## src/rtl/cruise_pkg.sv

```systemverilog
// Shared mode command codes, FSM state encoding and default tuning values
// for the cruise sequencer.
package cruise_pkg;

    localparam logic [1:0] MODE_HOLD    = 2'b00;
    localparam logic [1:0] MODE_CMP     = 2'b01;
    localparam logic [1:0] MODE_CAPTURE = 2'b10;
    localparam logic [1:0] MODE_STEP    = 2'b11;

    localparam logic [7:0] DEF_MIN_SPEED       = 8'd30;
    localparam logic [7:0] DEF_MAX_SPEED       = 8'd180;
    localparam int         DEF_REPEAT_CYCLES   = 16;
    localparam int         DEF_SUSPEND_TIMEOUT = 1024;

    typedef enum logic [2:0] {
        OFF       = 3'd0,
        CAPTURE   = 3'd1,
        ACTIVE    = 3'd2,
        STEP      = 3'd3,
        SUSPENDED = 3'd4
    } state_t;

    function automatic logic [1:0] mode_of(input state_t s);
        case (s)
            CAPTURE: mode_of = MODE_CAPTURE;
            ACTIVE:  mode_of = MODE_CMP;
            STEP:    mode_of = MODE_STEP;
            default: mode_of = MODE_HOLD;
        endcase
    endfunction

endpackage

```

## src/rtl/cruise_btn_edge.sv

```systemverilog
// Rising-edge detector for a debounced button; the armed flag suppresses a
// spurious edge from a button that was already held while reset was applied.
module cruise_btn_edge (
    input  logic clk,
    input  logic clear,
    input  logic btn,
    output logic rise
);

    logic prev;
    logic armed;

    always_ff @(posedge clk or posedge clear) begin
        if (clear) begin
            prev  <= 1'b0;
            armed <= 1'b0;
        end else begin
            prev  <= btn;
            armed <= 1'b1;
        end
    end

    assign rise = armed & btn & ~prev;

endmodule

```

## src/rtl/cruise_sequencer.sv

```systemverilog
// Driver-facing cruise control sequencer: arbitrates buttons and the safety
// brake into registered mode/step commands, with auto-repeat and suspend timeout.
module cruise_sequencer
    import cruise_pkg::*;
#(
    parameter logic [7:0] MIN_SPEED       = DEF_MIN_SPEED,
    parameter logic [7:0] MAX_SPEED       = DEF_MAX_SPEED,
    parameter int         REPEAT_CYCLES   = DEF_REPEAT_CYCLES,
    parameter int         SUSPEND_TIMEOUT = DEF_SUSPEND_TIMEOUT
) (
    input  logic       clk,
    input  logic       clear,
    input  logic       btn_set,
    input  logic       btn_resume,
    input  logic       btn_cancel,
    input  logic       btn_off,
    input  logic       btn_up,
    input  logic       btn_down,
    input  logic       brake,
    input  logic [7:0] current_speed,
    input  logic [7:0] default_speed,
    output logic [1:0] mode,
    output logic       step_dir,
    output logic       engaged,
    output logic [2:0] state_out
);

    localparam int REP_W = $clog2(REPEAT_CYCLES);
    localparam int TO_W  = $clog2(SUSPEND_TIMEOUT);
    localparam logic [REP_W-1:0] REP_LOAD = REP_W'(REPEAT_CYCLES - 1);
    localparam logic [TO_W-1:0]  TO_LAST  = TO_W'(SUSPEND_TIMEOUT - 1);

    state_t            state;
    state_t            next_state;
    logic [REP_W-1:0]  rep_cnt;
    logic [TO_W-1:0]   to_cnt;
    logic              set_rise;
    logic              resume_rise;
    logic              cancel_rise;
    logic              set_ok;
    logic              held;
    logic              req_dir;
    logic              step_ok;

    cruise_btn_edge u_set_edge    (.clk(clk), .clear(clear), .btn(btn_set),    .rise(set_rise));
    cruise_btn_edge u_resume_edge (.clk(clk), .clear(clear), .btn(btn_resume), .rise(resume_rise));
    cruise_btn_edge u_cancel_edge (.clk(clk), .clear(clear), .btn(btn_cancel), .rise(cancel_rise));

    // Up beats down; a direction change bypasses the repeat delay.
    always_comb begin
        set_ok  = set_rise && (current_speed >= MIN_SPEED) && (current_speed <= MAX_SPEED);
        held    = btn_up | btn_down;
        req_dir = btn_up;
        step_ok = held && ((rep_cnt == '0) || (req_dir != step_dir)) &&
                  (req_dir ? (default_speed < MAX_SPEED) : (default_speed > MIN_SPEED));
    end

    always_comb begin
        next_state = state;
        if (btn_off) begin
            next_state = OFF;
        end else begin
            case (state)
                OFF: begin
                    if (!brake && !cancel_rise && set_ok)
                        next_state = CAPTURE;
                end
                CAPTURE: begin
                    next_state = brake ? SUSPENDED : ACTIVE;
                end
                ACTIVE: begin
                    if (brake || cancel_rise)
                        next_state = SUSPENDED;
                    else if (set_ok)
                        next_state = CAPTURE;
                    else if (step_ok)
                        next_state = STEP;
                end
                STEP: begin
                    next_state = (brake || cancel_rise) ? SUSPENDED : ACTIVE;
                end
                SUSPENDED: begin
                    if (to_cnt == TO_LAST)
                        next_state = OFF;
                    else if (!brake && !cancel_rise) begin
                        if (set_ok)
                            next_state = CAPTURE;
                        else if (resume_rise && (default_speed >= MIN_SPEED))
                            next_state = ACTIVE;
                    end
                end
                default: next_state = OFF;
            endcase
        end
    end

    // Outputs are registered from the next state so they line up with the state register.
    always_ff @(posedge clk or posedge clear) begin
        if (clear) begin
            state    <= OFF;
            mode     <= MODE_HOLD;
            engaged  <= 1'b0;
            step_dir <= 1'b0;
        end else begin
            state   <= next_state;
            mode    <= mode_of(next_state);
            engaged <= (next_state == ACTIVE) || (next_state == STEP);
            if (next_state == STEP)
                step_dir <= req_dir;
        end
    end

    always_ff @(posedge clk or posedge clear) begin
        if (clear) begin
            rep_cnt <= '0;
            to_cnt  <= '0;
        end else begin
            if (next_state == STEP)
                rep_cnt <= REP_LOAD;
            else if (((state == ACTIVE) || (state == STEP)) && held && (req_dir == step_dir)) begin
                if (rep_cnt != '0)
                    rep_cnt <= rep_cnt - 1'b1;
            end else
                rep_cnt <= '0;

            if ((state == SUSPENDED) && (next_state == SUSPENDED)) begin
                if (to_cnt != TO_LAST)
                    to_cnt <= to_cnt + 1'b1;
            end else
                to_cnt <= '0;
        end
    end

    assign state_out = state;

endmodule

```

## config.mk

```make
export PLATFORM = sky130hd
export DESIGN_NAME = cruise_sequencer
export DESIGN_NICKNAME = d
export VERILOG_FILES = /design/src/rtl/cruise_pkg.sv /design/src/rtl/cruise_btn_edge.sv /design/src/rtl/cruise_sequencer.sv
export SDC_FILE = /design/constraint.sdc
export NUM_CORES = 1
export LEC_CHECK = 0
export CAP_MARGIN = 0
export CORE_UTILIZATION = 45
export CTS_BUF_LIST = sky130_fd_sc_hd__clkbuf_4 sky130_fd_sc_hd__clkbuf_8 sky130_fd_sc_hd__clkbuf_16
export CTS_CLUSTER_SIZE = 14
export DETAILED_ROUTE_END_ITERATION = 7
export PLACE_DENSITY_LB_ADDON = 0.1
export RECOVER_POWER = 25
export SYNTH_ARGS = -nofsm -noshare
export SYNTH_HDL_FRONTEND = slang
export SYNTH_SLANG_ARGS = --single-unit
```

## constraint.sdc

```tcl
create_clock -name clk -period 3.1 [get_ports clk]
set_input_delay 0.31 -clock clk [delete_from_list [all_inputs] [get_ports clk]]
set_output_delay 0.31 -clock clk [all_outputs]
set_load 0.005 [all_outputs]
```

=== Yosys cells after proc, flatten, opt, wreduce, memory -nomap -nowiden ===
Index checks and enable logic that the tools add are counted.

* Input port bits: 25
* Output and inout bits: 7
* Register bits after elaboration: 25

* Order comparisons: 5
* Mux-type cells: 19
* $add $sub $neg: 2
* Eq/ne operators: 14
* Bitwise logic cells: 10
* Reductions and logical operators: 19

{| class="wikitable"
|+ Operator list
! kind !! count
|-
| $mux W3 || 11
|-
| $mux W10 || 2
|-
| $ge A8 B5 Y1 const B || 2
|-
| $pmux W3 S5 || 1
|-
| $eq A3 B2 Y1 const B || 4
|-
| $mux W4 || 3
|-
| $add A10 B1 Y10 const B || 1
|-
| $eq A10 B10 Y1 const B || 1
|-
| $logic_and A1 B1 Y1 || 10
|-
| $ne A10 B10 Y1 const B || 1
|-
| $gt A8 B5 Y1 const B || 1
|-
| $le A8 B8 Y1 const B || 1
|-
| $lt A8 B8 Y1 const B || 1
|-
| $and A1 B1 Y1 || 6
|-
| $eq A3 B1 Y1 const B || 2
|-
| $eq A3 B3 Y1 const B || 2
|-
| $pmux W2 S3 || 1
|-
| $logic_not A4 Y1 || 1
|-
| $logic_or A1 B1 Y1 || 4
|-
| $reduce_bool A4 Y1 || 1
|-
| $sub A4 B1 Y4 const B || 1
|-
| $logic_not A3 Y1 || 1
|-
| $ne A3 B2 Y1 const B || 1
|-
| $not A1 Y1 || 3
|-
| 6 further kinds || 7
|}

=== Depth between registers and ports, before layout ===
Gate-level depths: netlist of the first run.

* Word-level depth: 12
* Gate-level depth with buffers: 8
* Mapped depth without buffers: 8

=== Cells and area by module ===
Synthesis of the first run repeated with hierarchy kept, for this count alone.

* Cells, all modules: 152
* Area, all modules: 1433.9 µm²

{| class="wikitable"
|+ Modules (own cells, without submodules)
! module !! area an instance (µm²) !! instances !! sequential area each (µm²) !! cells each
|-
| cruise_sequencer || 1234.9 || 1 || 500.5 || 137
|-
| cruise_btn_edge || 66.3 || 3 || 50.0 || 5
|}

=== Least setup slack after synthesis of the first run ===
No wires, ideal clock.

* Kind: flip-flop to flip-flop
* Start point: register rep_cnt[0]
* End point: register step_dir
* Arrival: 1814 ps
* Required time: 2975 ps
* Path slack: 1161 ps
* Stages on the path, launching flop included: 9
* Cell sequence: dfrtp_1 -> inv_1 -> ha_1 -> nor3b_4 -> o2111ai_1 -> and4bb_1 -> o2111a_2 -> nand2_2 -> mux2_4

* Word-level cells in the longest chain between the ends: 10

{| class="wikitable"
|+ RTL lines
! item !! RTL line !! RTL
|-
| start, declared || cruise_sequencer.sv:35 || <nowiki>logic [REP_W-1:0] rep_cnt;</nowiki>
|-
| start signal, assigned || cruise_sequencer.sv:122 || <nowiki>rep_cnt <= rep_cnt - 1'b1;</nowiki>
|-
| $logic_not A4 Y1 || cruise_sequencer.sv:54 || <nowiki>step_ok = held && ((rep_cnt == '0) || (req_dir != step_dir)) &&</nowiki>
|-
| $logic_or A1 B1 Y1 || cruise_sequencer.sv:54 ||
|-
| $logic_and A1 B1 Y1 (2 in a row) || cruise_sequencer.sv:54 ||
|-
| $mux W3 || cruise_sequencer.sv:76 || <nowiki>else if (step_ok)</nowiki>
|-
| $mux W3 || cruise_sequencer.sv:74 || <nowiki>else if (set_ok)</nowiki>
|-
| $mux W3 || cruise_sequencer.sv:72 || <nowiki>if (brake || cancel_rise)</nowiki>
|-
| $pmux W3 S5 || cruise_sequencer.sv:63 || <nowiki>case (state)</nowiki>
|-
| $mux W3 || cruise_sequencer.sv:60 || <nowiki>if (btn_off) begin</nowiki>
|-
| net next_state[0] || cruise_sequencer.sv:34 || <nowiki>state_t next_state;</nowiki>
|-
| $eq A3 B2 Y1 || cruise_sequencer.sv:108 || <nowiki>if (next_state == STEP)</nowiki>
|-
| end signal, assigned || cruise_sequencer.sv:109 || <nowiki>step_dir <= req_dir;</nowiki>
|-
| end, declared || cruise_sequencer.sv:23 || <nowiki>output logic step_dir,</nowiki>
|}

The timed path passes the listed nets, and every way through them passes these cells.
A chain may end at the register's enable or synchronous reset.

=== Worst setup path in the final report of the first run ===
* Start point: register to_cnt[0]
* End point: register step_dir

* Word-level cells in the longest chain between the ends: 5

{| class="wikitable"
|+ RTL lines
! item !! RTL line !! RTL
|-
| start, declared || cruise_sequencer.sv:36 || <nowiki>logic [TO_W-1:0] to_cnt;</nowiki>
|-
| start signal, assigned || cruise_sequencer.sv:128 || <nowiki>to_cnt <= to_cnt + 1'b1;</nowiki>
|-
| $eq A10 B10 Y1 || cruise_sequencer.sv:83 || <nowiki>if (to_cnt == TO_LAST)</nowiki>
|-
| $mux W3 || cruise_sequencer.sv:83 ||
|-
| $pmux W3 S5 || cruise_sequencer.sv:63 ||
|-
| $mux W3 || cruise_sequencer.sv:60 ||
|-
| net next_state[0] || cruise_sequencer.sv:34 ||
|-
| $eq A3 B2 Y1 || cruise_sequencer.sv:108 ||
|}

The timed path passes the listed nets, and every way through them passes these cells.

==> tab_implementation.tex, run 1 <==
\begin{tabular}{lr}
\hline
Metric & Value \\
\hline
\multicolumn{2}{l}{\textbf{Clock network}} \\
\quad Clock-pin slew on the worst setup and hold paths & 0.14 ns \\
\quad Number of buffers on the longest clock path & 2 \\
\quad Maximum level of the CTS H-tree & 1 \\
\quad CTS buffer count & 3 \\
\quad Number of hold buffers added after CTS & 0 \\
\quad Resized cells post-CTS & 0 \\
\quad Worst-skew pair later-pin latency & 0.33 ns \\
\quad Root Buffer Master & clkbuf\_4 \\
\quad Clk sinks & 24 \\
\quad CTS tree & built \\
\quad Post CTS Setup Buffer Count & 0 \\
\multicolumn{2}{l}{\textbf{Finish}} \\
\quad Leading cell type in the layout, fill and taps excluded & clkdlybuf4s50\_1 \\
\quad \# diodes & 0 \\
\quad Most frequent cells in the layout & 27 x clkdlybuf4s50\_1, 24 x dfrtp\_1, 19 x nor2\_1 \\
\quad Ratio of cells with drive above 1 in the final layout & 8.00\% \\
\quad Net count reported at finish & 204 \\
\quad Core occupancy in the finished layout & 62.0\% \\
\quad Synth-to-layout area growth & 29.3\% \\
\quad Final standard cell area without fillers & 1740 sq um \\
\multicolumn{2}{l}{\textbf{Logic synthesis}} \\
\quad Synth unique cells & 43 \\
\quad Top\_reg\_cell synth & dfrtp\_1 \\
\quad Leading cell types by total area after synthesis & dfrtp\_1 45\%, nor2\_1 5.3\%, xnor2\_1 3.9\%, o21ai\_0 3.7\%, nand3\_1 3.0\% \\
\quad Warnings, synthesis & 0 \\
\quad Syn\_area\_per\_cell & 9.54 sq um \\
\quad Largest area contributor in the synthesized netlist & dfrtp\_1 \\
\quad Async set-reset flop share out of synthesis & 100\% \\
\quad Synthesized flop and latch total & 24 \\
\quad EDFF count, synth & 0 \\
\quad Cell count after synthesis & 141 \\
\quad Synthesized Nets & 169 \\
\quad Post-synth top area share & 44.7\% \\
\quad Synthesized area & 1350 sq um \\
\quad Share of the yosys chip area belonging to registers & 44.7\% \\
\multicolumn{2}{l}{\textbf{Global routing}} \\
\quad Global routing usage summed across all routing layers & 21.0\% \\
\quad Wire length of the first global-routing pass & 5.15 mm \\
\quad Pin count of the biggest net entering global routing & 25 \\
\quad Initial antenna violation count & 0 \\
\quad Number of global-route vias before repair & 1,154 \\
\quad Overall overflow remaining after global route & 0 \\
\multicolumn{2}{l}{\textbf{Routing}} \\
\quad Violation count after the first detailed-routing iteration & 31 \\
\quad Detailed-route wire length per cell & 14.1 um \\
\quad Vias per cell & 5.61 \\
\quad Count of vias placed by the detailed router & 1,155 \\
\quad DR DRC count & 0 \\
\quad Initial DRT Pass Iterations & 4 \\
\quad Residual antenna-violating net count after detailed routing & 0 \\
\quad Final wirelength & 2.90 mm \\
\multicolumn{2}{l}{\textbf{Floorplan}} \\
\quad Number of top-level pins & 32 \\
\quad Die Y-Extent & 56.7 um \\
\quad Core Rows & 19 \\
\quad Initial Util & 47.9\% \\
\quad Die Outline Area & 3210 sq um \\
\quad Core area & 2810 sq um \\
\quad Die width & 56.7 um \\
\multicolumn{2}{l}{\textbf{Placement}} \\
\quad Final weighted congestion of routability-driven global placement & 0.766 \\
\quad Placement-stage cell area & 1690 sq um \\
\quad Port Buf Inserts & 31 \\
\quad Worst slack, placed & 0.788 ns \\
\quad Total half-perimeter wirelength after legalization and detailed placement & 2.25 mm \\
\multicolumn{2}{l}{\textbf{Setup path}} \\
\quad Register-to-register setup slack & 0.93 ns \\
\quad Worst setup path start & to\_cnt[0] \\
\quad Worst setup path category & flip-flop to flip-flop \\
\quad Worst setup endpoint & step\_dir \\
\quad Endpoint of the lowest-slack register-to-register path & step\_dir \\
\quad Setup crit end kind & flip-flop \\
\quad Worst setup SP type & flip-flop \\
\quad Worst-path maximum fanout & 8 \\
\quad Launch instance of the worst register-to-register path & to\_cnt[0] \\
\quad CP Data Arrival Time & 2.40 ns \\
\quad Data required time of the critical path & 3.34 ns \\
\quad Number of cells on the worst reg-to-reg path & 7 \\
\multicolumn{2}{l}{\textbf{Power and ir drop}} \\
\quad Peak VDD IR & 0.000326 V \\
\quad P per Cell Area & 352 nW/um\^{}2 \\
\quad Static power due to leakage & 0.727 nW \\
\multicolumn{2}{l}{\textbf{Timing}} \\
\quad Slew at the pin with the worst max-slew slack & 0.891 ns \\
\quad Total negative setup slack & 0 ns \\
\quad Setup clock skew after layout & 0.0133 ns \\
\quad Shortest period the worst path allows & 2.17 ns \\
\quad Setup repair after global routing missed its margin & false \\
\quad Worst slew margin relative to its limit & 40.5\% \\
\quad Final-report max-slew violation count & 0 \\
\quad Achievable clock frequency & 461 MHz \\
\quad Number of endpoints with negative hold slack in the final report & 0 \\
\quad Final cycle utilization of the critical path & 69.9\% \\
\quad Total setup violations reported at the end of the flow & 0 \\
\quad Slack of the critical path & 0.933 ns \\
\multicolumn{2}{l}{\textbf{Min path}} \\
\quad Path category of the worst min-delay check & flip-flop to flip-flop \\
\multicolumn{2}{l}{\textbf{Status}} \\
\quad Outcome & finished clean \\
\multicolumn{2}{l}{\textbf{Flow run}} \\
\quad Max-cap violations & 0 \\
\hline
\end{tabular}
## where the power goes
part           switching, mW  internal, mW
logic                 0.0256        0.0363
clock network          0.100         0.131
registers            0.00284         0.317
## cells in the mapped netlist (2+ instances only)
master / n
a211oi_1: 3
a21oi_1: 5
a31oi_1: 2
and2_1: 2
dfrtp_1: 24
ha_1: 3
inv_1: 7
nand2_1: 9
nand3_1: 8
nand3b_1: 2
nand4_1: 2
nor2_1: 19
nor3_1: 7
nor4_1: 2
o211ai_1: 2
o21ai_0: 10
or2_2: 3
xnor2_1: 6
## flip-flops by register name, summed over array words and instances, names as in the netlist
register / cells
engaged: 1
mode: 1
rep_cnt: 4
state_out: 3
step_dir: 1
to_cnt: 10
u_cancel_edge.armed: 1
u_cancel_edge.prev: 1
u_resume_edge.prev: 1
u_set_edge.prev: 1
## worst max-delay path, cell delays in order (launching register included)
cell	delay, ns
dfrtp_1	0.41
ha_1	0.22
nand3_1	0.24
nor3_4	0.42
o21ai_0	0.18
o2111a_2	0.21
nand2_2	0.10
mux2_4	0.30
## per-layer routing
| metal | up-vias | track usage, % | wire [um] |
|---|---|---|---|
| met5 | - | 0 | 0 |
| met4 | 0 | 6.43 | 36 |
| met3 | 5 | 4.84 | 114 |
| met2 | 26 | 35.4 | 1390 |
| met1 | 545 | 26.7 | 1360 |
| li1 | 579 | - | - |
## layout make-up
class	instances	area (sq um)
clock buffer	3	22.5
clock inverter	1	30.0
fill	268	1070
inverter	7	26.3
multi-input combinational	109	711
sequential	24	601
tap	31	38.8
timing repair buffer	31	310
## through the flow
step,power (mW),hold slack (ns),std cells
after floorplan,0.346,0.325,141
after global placement,0.387,0.494,202
after detailed placement,0.389,0.509,202
after CTS,0.619,0.439,206
after global routing,0.635,0.555,206
final,0.613,0.530,206
## cell families (layout without fill, tap and decap cells)
kind of cell / Yosys count / count (layout) / share of synthesized area (%)
simple gates: 67 / 67 / 29.1
compound gates: 29 / 29 / 14.2
flops: 24 / 24 / 44.7
buf+inv: 8 / 42 / 2.51
xor+xnor: 7 / 7 / 4.56
fa+ha+maj: 3 / 3 / 2.79
mux: 2 / 2 / 1.86
other cells: 1 / 1 / 0.279
## worst min-delay path by stage
stage | startpoint | end | slack [ns] | cells after the start
after floorplan | clear | engaged | 0.32 | 1
after global placement | to_cnt[9] | to_cnt[9] | 0.49 | 1
after detailed placement | to_cnt[9] | to_cnt[9] | 0.51 | 1
after CTS | btn_set | u_set_edge.prev | 0.44 | 1
after global routing | btn_set | u_set_edge.prev | 0.55 | 1
final | to_cnt[9] | to_cnt[9] | 0.53 | 1
Note: power is estimated with default switching activity, not from simulation.
==> run 2: changes to the inputs <==
==> constraint.sdc (replaced) <==
create_clock -name clk -period 2.15 [get_ports clk]
set_input_delay 0.215 -clock clk [delete_from_list [all_inputs] [get_ports clk]]
set_output_delay 0.215 -clock clk [all_outputs]
set_load 0.005 [all_outputs]
==> run 2 against run 1 <==
Compared with the run above: cell area is 4.8% higher; clock power is 45% higher; die area stayed put; total power is 45% higher; routed wire length is 0.79% lower; combinational power is 48% higher; clock skew is 0.00056 ns higher; hold slack worse by 0.077 ns; first-iteration DRC count is 16% higher; largest power group unchanged; global-route usage is 0.67 points lower; via count is 3.5% higher.
==> tab_implementation.tex, run 2 (same netlist as run 1, synthesis figures left out) <==
\begin{tabular}{lr}
\hline
Metric & Value \\
\hline
\multicolumn{2}{l}{\textbf{Clock network}} \\
\quad Maximum level of the CTS H-tree & 1 \\
\quad Root Buffer Master & clkbuf\_4 \\
\quad CTS tree & built \\
\quad Clock-pin slew on the worst setup and hold paths & 0.15 ns \\
\quad Worst-skew pair later-pin latency & 0.33 ns \\
\quad CTS buffer count & 3 \\
\quad Number of hold buffers added after CTS & 0 \\
\quad Clk sinks & 24 \\
\quad Number of buffers on the longest clock path & 2 \\
\multicolumn{2}{l}{\textbf{Timing}} \\
\quad Final-report max-slew violation count & 0 \\
\quad Total setup violations reported at the end of the flow & 0 \\
\quad Worst slew margin relative to its limit & 15.1\% \\
\quad Setup clock skew after layout & 0.0138 ns \\
\quad Slew at the pin with the worst max-slew slack & 1.27 ns \\
\quad Slack of the critical path & 0.0999 ns \\
\quad Shortest period the worst path allows & 2.05 ns \\
\quad Final cycle utilization of the critical path & 95.4\% \\
\quad Worst Hold Slack & 0.454 ns \\
\quad Achievable clock frequency & 488 MHz \\
\quad Number of endpoints with negative hold slack in the final report & 0 \\
\multicolumn{2}{l}{\textbf{Flow run}} \\
\quad Max-cap violations & 0 \\
\multicolumn{2}{l}{\textbf{Setup path}} \\
\quad CP Data Arrival Time & 2.27 ns \\
\quad Register-to-register setup slack & 0.1 ns \\
\quad Cell type group with the largest total delay on the critical path & simple AND/OR/NAND/NOR gates \\
\quad Endpoint of the lowest-slack register-to-register path & step\_dir \\
\quad Setup crit end kind & flip-flop \\
\quad CP Cell Sequence & inv\_1 > ha\_1 > nor3b\_4 > o2111ai\_1 > and4bb\_1 > o2111a\_2 > nand2\_2 > mux2\_4 \\
\quad Worst setup SP type & flip-flop \\
\quad Delay of the slowest cell on the worst path & 0.42 ns \\
\quad Critical path buffers and inverters & 1 \\
\quad Worst-path maximum fanout & 5 \\
\quad Number of cells on the worst reg-to-reg path & 8 \\
\quad Data required time of the critical path & 2.37 ns \\
\quad Launch instance of the worst register-to-register path & rep\_cnt[1] \\
\quad Worst setup path category & flip-flop to flip-flop \\
\quad Library cell contributing the largest single delay on the critical path & dfrtp\_1 \\
\multicolumn{2}{l}{\textbf{Global routing}} \\
\quad Pin count of the biggest net entering global routing & 25 \\
\quad Overall overflow remaining after global route & 0 \\
\quad Wire length of the first global-routing pass & 5.11 mm \\
\quad Global Route met1 Usage & 27.7\% \\
\quad Number of global-route vias before repair & 1,195 \\
\quad Initial antenna violation count & 0 \\
\quad Met2 Track Usage GR & 33.5\% \\
\quad Grt peak-use layer & met2 \\
\quad GR Layer Usage met3 & 2.76\% \\
\quad Global routing usage summed across all routing layers & 20.3\% \\
\multicolumn{2}{l}{\textbf{Power and ir drop}} \\
\quad Clock network fraction of total power & 37.7\% \\
\quad Switching power of the nets & 0.187 mW \\
\quad Peak VDD IR & 0.000295 V \\
\quad Combinational share of power & 10.4\% \\
\quad Flop pwr share & 51.9\% \\
\quad P per Cell Area & 486 nW/um\^{}2 \\
\quad Switching power as a share of total power & 21.1\% \\
\quad Total power after layout & 0.887 mW \\
\quad Static power due to leakage & 0.777 nW \\
\quad Cell-internal power & 0.700 mW \\
\multicolumn{2}{l}{\textbf{Floorplan}} \\
\quad Core Rows & 19 \\
\quad Core area & 2810 sq um \\
\quad Initial Util & 47.9\% \\
\quad Die Outline Area & 3210 sq um \\
\quad Die Y-Extent & 56.7 um \\
\quad Die width & 56.7 um \\
\quad Number of top-level pins & 32 \\
\multicolumn{2}{l}{\textbf{Finish}} \\
\quad Ratio of cells with drive above 1 in the final layout & 13.0\% \\
\quad \# diodes & 0 \\
\quad Final-layout fill cell count & 250 \\
\quad Multi-input combinational cell area & 711 sq um \\
\quad Max FFs per register & 10 \\
\quad Leading cell type in the layout, fill and taps excluded & clkdlybuf4s50\_1 \\
\quad Most frequent cells in the layout & 27 x clkdlybuf4s50\_1, 24 x dfrtp\_1, 19 x nor2\_1 \\
\quad Register ranked first by flip-flop count & to\_cnt \\
\quad Net count reported at finish & 214 \\
\quad Core occupancy in the finished layout & 65.0\% \\
\quad Synth-to-layout area growth & 35.5\% \\
\quad Sequential cell area in the final layout & 601 sq um \\
\multicolumn{2}{l}{\textbf{Placement}} \\
\quad Worst slack, placed & -0.00567 ns \\
\quad Final weighted congestion of routability-driven global placement & 0.816 \\
\quad Port Buf Inserts & 31 \\
\quad Total half-perimeter wirelength after legalization and detailed placement & 2.24 mm \\
\multicolumn{2}{l}{\textbf{Routing}} \\
\quad Vias per cell & 5.54 \\
\quad Initial DRT Pass Iterations & 4 \\
\quad Violation count after the first detailed-routing iteration & 36 \\
\quad Residual antenna-violating net count after detailed routing & 0 \\
\quad Final wirelength & 2.87 mm \\
\quad Detailed-route wire length per cell & 13.3 um \\
\quad DR DRC count & 0 \\
\quad Count of vias placed by the detailed router & 1,196 \\
\multicolumn{2}{l}{\textbf{Min path}} \\
\quad Sink of the worst hold path & u\_set\_edge.prev \\
\quad Min-Delay Path Depth & 1 \\
\quad Path category of the worst min-delay check & input port to flip-flop \\
\quad Critical hold path startpoint & btn\_set \\
\multicolumn{2}{l}{\textbf{Status}} \\
\quad Outcome & finished clean \\
\hline
\end{tabular}
run 2: cell types whose count changed in the layout (fill, tap and decap cells not counted):
cell	previous run	this run
inv_2	0	1
clkbuf_1	0	1
buf_4	0	8
buf_12	0	1
inv_1	7	6
run 2: cell type report:
class                      count  area share (%)
clock buffer                   3            1.24
inverter                       7            1.44
sequential                    24            32.9
multi-input combinational    109            39.0
clock inverter                 1            1.65
timing repair buffer          41            21.6
tap                           31            2.13
run 2: power groups by stage:
stage	clock network [mW]	registers, mW	logic, mW
floorplan	0	0.468	0.0312
global placement	0	0.469	0.0929
detailed placement	0	0.469	0.0949
CTS	0.338	0.461	0.0950
global route	0.354	0.462	0.101
finish	0.334	0.460	0.0918
run 2: per-layer routing:
layer	wire length [um]	part of all wire, %
met4	30	1.0
met1	1360	47
met2	1410	49
met3	73	2.5
met5	0	0
run 2: stage by stage:
step	std cells	instance area [sq um]	setup TNS [ns]
after global placement	209	1750	0
final	216	1820	0
after detailed placement	209	1750	-0.00567
after CTS	213	1800	0
after global routing	216	1820	-0.0108
after floorplan	141	1350	0
run 2: timing repair:
action	CTS	global route
setup buffers	0	3
endpoints found under the setup margin	0	5
resized for setup	0	1
run 2: worst max path at each step:
stage	start	endpoint	cells past startpoint
floorplan	rep_cnt[0]	step_dir	8
global placement	btn_up	step_dir	7
detailed placement	current_speed[1]	step_dir	7
CTS	rep_cnt[0]	step_dir	8
global route	rep_cnt[1]	step_dir	8
finish	rep_cnt[1]	step_dir	8
==> run 3: changes to the inputs <==
--- a/config.mk
+++ b/config.mk
@@ -14,4 +14,5 @@
 export RECOVER_POWER = 25
 export SYNTH_ARGS = -nofsm -noshare
 export SYNTH_HDL_FRONTEND = slang
+export SYNTH_HIERARCHICAL = 1
 export SYNTH_SLANG_ARGS = --single-unit
==> run 3 against run 2 <==
Compared with the run above: critical path depth down 1; worst setup slack worse by 0.012 ns; non-clock buffer count unchanged; largest power group unchanged; cell area up 3.4%.
==> tab_implementation.tex, run 3 <==
\begin{tabular}{lr}
\hline
Metric & Value \\
\hline
\multicolumn{2}{l}{\textbf{Placement}} \\
\quad Port Buf Inserts & 31 \\
\quad Total half-perimeter wirelength after legalization and detailed placement & 2.52 mm \\
\quad Placed Cells incl. Taps & 233 \\
\quad Placement-stage cell area & 1850 sq um \\
\quad Final weighted congestion of routability-driven global placement & 0.792 \\
\multicolumn{2}{l}{\textbf{Finish}} \\
\quad Final-layout fill cell count & 265 \\
\quad Leading cell type in the layout, fill and taps excluded & clkdlybuf4s50\_1 \\
\quad Sequential cell area in the final layout & 651 sq um \\
\quad Net count reported at finish & 222 \\
\quad Multi-input combinational cell area & 716 sq um \\
\quad Register ranked first by flip-flop count & to\_cnt \\
\quad Max FFs per register & 10 \\
\quad Post-Layout Cell Count & 237 \\
\quad Core occupancy in the finished layout & 62.2\% \\
\quad Synth-to-layout area growth & 31.4\% \\
\quad Most frequent cells in the layout & 27 x clkdlybuf4s50\_1, 26 x dfrtp\_1, 18 x nor2\_1 \\
\quad Ratio of cells with drive above 1 in the final layout & 13.0\% \\
\quad \# diodes & 0 \\
\quad Final standard cell area without fillers & 1880 sq um \\
\multicolumn{2}{l}{\textbf{Timing}} \\
\quad Setup clock skew after layout & 0.00506 ns \\
\quad Shortest period the worst path allows & 2.06 ns \\
\quad Achievable clock frequency & 485 MHz \\
\quad Worst slew margin relative to its limit & 25.3\% \\
\quad Total setup violations reported at the end of the flow & 0 \\
\quad Number of endpoints with negative hold slack in the final report & 0 \\
\quad Final-report max-slew violation count & 0 \\
\quad Setup repair after global routing missed its margin & false \\
\quad Final cycle utilization of the critical path & 95.9\% \\
\quad Worst Hold Slack & 0.249 ns \\
\quad Total negative setup slack & 0 ns \\
\quad Slew at the pin with the worst max-slew slack & 1.12 ns \\
\multicolumn{2}{l}{\textbf{Routing}} \\
\quad Vias per cell & 5.21 \\
\quad Initial DRT Pass Iterations & 4 \\
\quad DR DRC count & 0 \\
\quad Final wirelength & 3.09 mm \\
\quad Count of vias placed by the detailed router & 1,235 \\
\quad Detailed-route wire length per cell & 13.0 um \\
\quad Violation count after the first detailed-routing iteration & 38 \\
\quad Residual antenna-violating net count after detailed routing & 0 \\
\multicolumn{2}{l}{\textbf{Floorplan}} \\
\quad Die width & 58.5 um \\
\quad Initial Util & 47.4\% \\
\quad Die Outline Area & 3420 sq um \\
\quad Number of top-level pins & 32 \\
\quad Die Y-Extent & 58.5 um \\
\quad Core Rows & 20 \\
\quad Core area & 3030 sq um \\
\multicolumn{2}{l}{\textbf{Logic synthesis}} \\
\quad Synthesized flop and latch total & 26 \\
\quad Largest area contributor in the synthesized netlist & dfrtp\_1 \\
\quad Synthesized Nets & 180 \\
\quad Top-count cell post-synth & dfrtp\_1 \\
\quad Share of the yosys chip area belonging to registers & 45.4\% \\
\quad Async set-reset flop share out of synthesis & 100\% \\
\quad Top\_reg\_cell synth & dfrtp\_1 \\
\quad Synthesized area & 1430 sq um \\
\quad Leading cell types by total area after synthesis & dfrtp\_1 45\%, nor2\_1 4.7\%, o21ai\_0 4.2\%, inv\_1 3.1\%, xor2\_1 3.1\% \\
\quad EDFF count, synth & 0 \\
\quad Post-synth top area share & 45.4\% \\
\quad Cell count after synthesis & 152 \\
\quad Synth unique cells & 44 \\
\quad Syn\_area\_per\_cell & 9.43 sq um \\
\quad Commonest cells in the synthesized netlist & 26 x dfrtp\_1, 18 x nor2\_1, 12 x inv\_1, 12 x o21ai\_0, 8 x nand2\_1 \\
\quad Warnings, synthesis & 6 \\
\multicolumn{2}{l}{\textbf{Clock network}} \\
\quad Post CTS Setup Buffer Count & 0 \\
\quad Worst-skew pair later-pin latency & 0.32 ns \\
\quad Resized cells post-CTS & 0 \\
\quad Clk sinks & 26 \\
\quad Clock-pin slew on the worst setup and hold paths & 0.14 ns \\
\quad Maximum level of the CTS H-tree & 1 \\
\quad CTS tree & built \\
\quad CTS buffer count & 3 \\
\quad Number of buffers on the longest clock path & 2 \\
\quad Root Buffer Master & clkbuf\_4 \\
\quad Number of hold buffers added after CTS & 0 \\
\multicolumn{2}{l}{\textbf{Power and ir drop}} \\
\quad Static power due to leakage & 0.810 nW \\
\quad Peak VDD IR & 0.000293 V \\
\quad P per Cell Area & 448 nW/um\^{}2 \\
\multicolumn{2}{l}{\textbf{Global routing}} \\
\quad Initial antenna violation count & 0 \\
\quad Wire length of the first global-routing pass & 5.18 mm \\
\quad Pin count of the biggest net entering global routing & 21 \\
\quad Global routing usage summed across all routing layers & 20.2\% \\
\quad Overall overflow remaining after global route & 0 \\
\quad Number of global-route vias before repair & 1,220 \\
\multicolumn{2}{l}{\textbf{Setup path}} \\
\quad Worst-path maximum fanout & 3 \\
\quad Worst setup SP type & input port \\
\quad Number of cells on the worst reg-to-reg path & 8 \\
\quad Worst setup path category & input port to flip-flop \\
\quad Data required time of the critical path & 2.38 ns \\
\quad CP Data Arrival Time & 2.29 ns \\
\quad Setup crit end kind & flip-flop \\
\multicolumn{2}{l}{\textbf{Flow run}} \\
\quad Max-cap violations & 0 \\
\multicolumn{2}{l}{\textbf{Min path}} \\
\quad Path category of the worst min-delay check & input port to async pin \\
\multicolumn{2}{l}{\textbf{Status}} \\
\quad Outcome & finished clean \\
\hline
\end{tabular}
run 3: cells by family after synthesis:
group           count (synthesis)  synth area share [%]
simple gates                   59                  22.8
other cells                     3                 0.785
flops                          26                  45.4
buf+inv                        16                  4.71
mux                             3                  2.53
compound gates                 35                  16.9
xor+xnor                        7                  4.28
fa+ha+maj                       3                  2.62
run 3: metal layers:
metal  wire, um  vias up  track usage [%]
met5          0        -                0
met4         31        0             9.18
met3        121        4             3.30
met2       1670       30             37.1
met1       1260      588             22.8
li1           -      613                -
run 3: area by class of cell:
| class | count | area share (%) |
|---|---|---|
| multi-input cells | 110 | 38.0 |
| flip-flops and latches | 26 | 34.5 |
| repair buffers | 41 | 20.3 |
| well taps | 44 | 2.92 |
| inverters | 12 | 2.39 |
| clock buffers | 4 | 1.93 |
run 3: power by group:
group          switching, mW  total [mW]  internal (mW)
logic                 0.0404      0.0977         0.0573
clock network          0.144       0.248          0.104
registers            0.00265       0.499          0.496
run 3: per-stage QoR:
step                setup WS (ns)  power (mW)
floorplan                   0.249       0.542
global placement          -0.0744       0.605
detailed placement         -0.140       0.609
CTS                         0.174       0.858
global route               0.0481       0.884
finish                     0.0879       0.844
run 3: final timing paths:
path	from	to	slack [ns]
worst max-delay path	btn_cancel	step_dir	0.09
worst min-delay path	clear	u_resume_edge/armed	0.25
worst max register to register	rep_cnt[0]	step_dir	0.18
worst min register to register	to_cnt[9]	to_cnt[9]	0.52
max in group asynchronous	clear	to_cnt[6]	0.73
min in group clk	btn_resume	u_resume_edge/prev	0.46
run 3: worst max-delay path: stages:
cell           delay (ns)
dlygate4sd3_1        0.55
and3b_1              0.22
or3_4                0.39
a2111oi_2            0.37
a21oi_2              0.07
nand2b_4             0.16
mux2_4               0.29
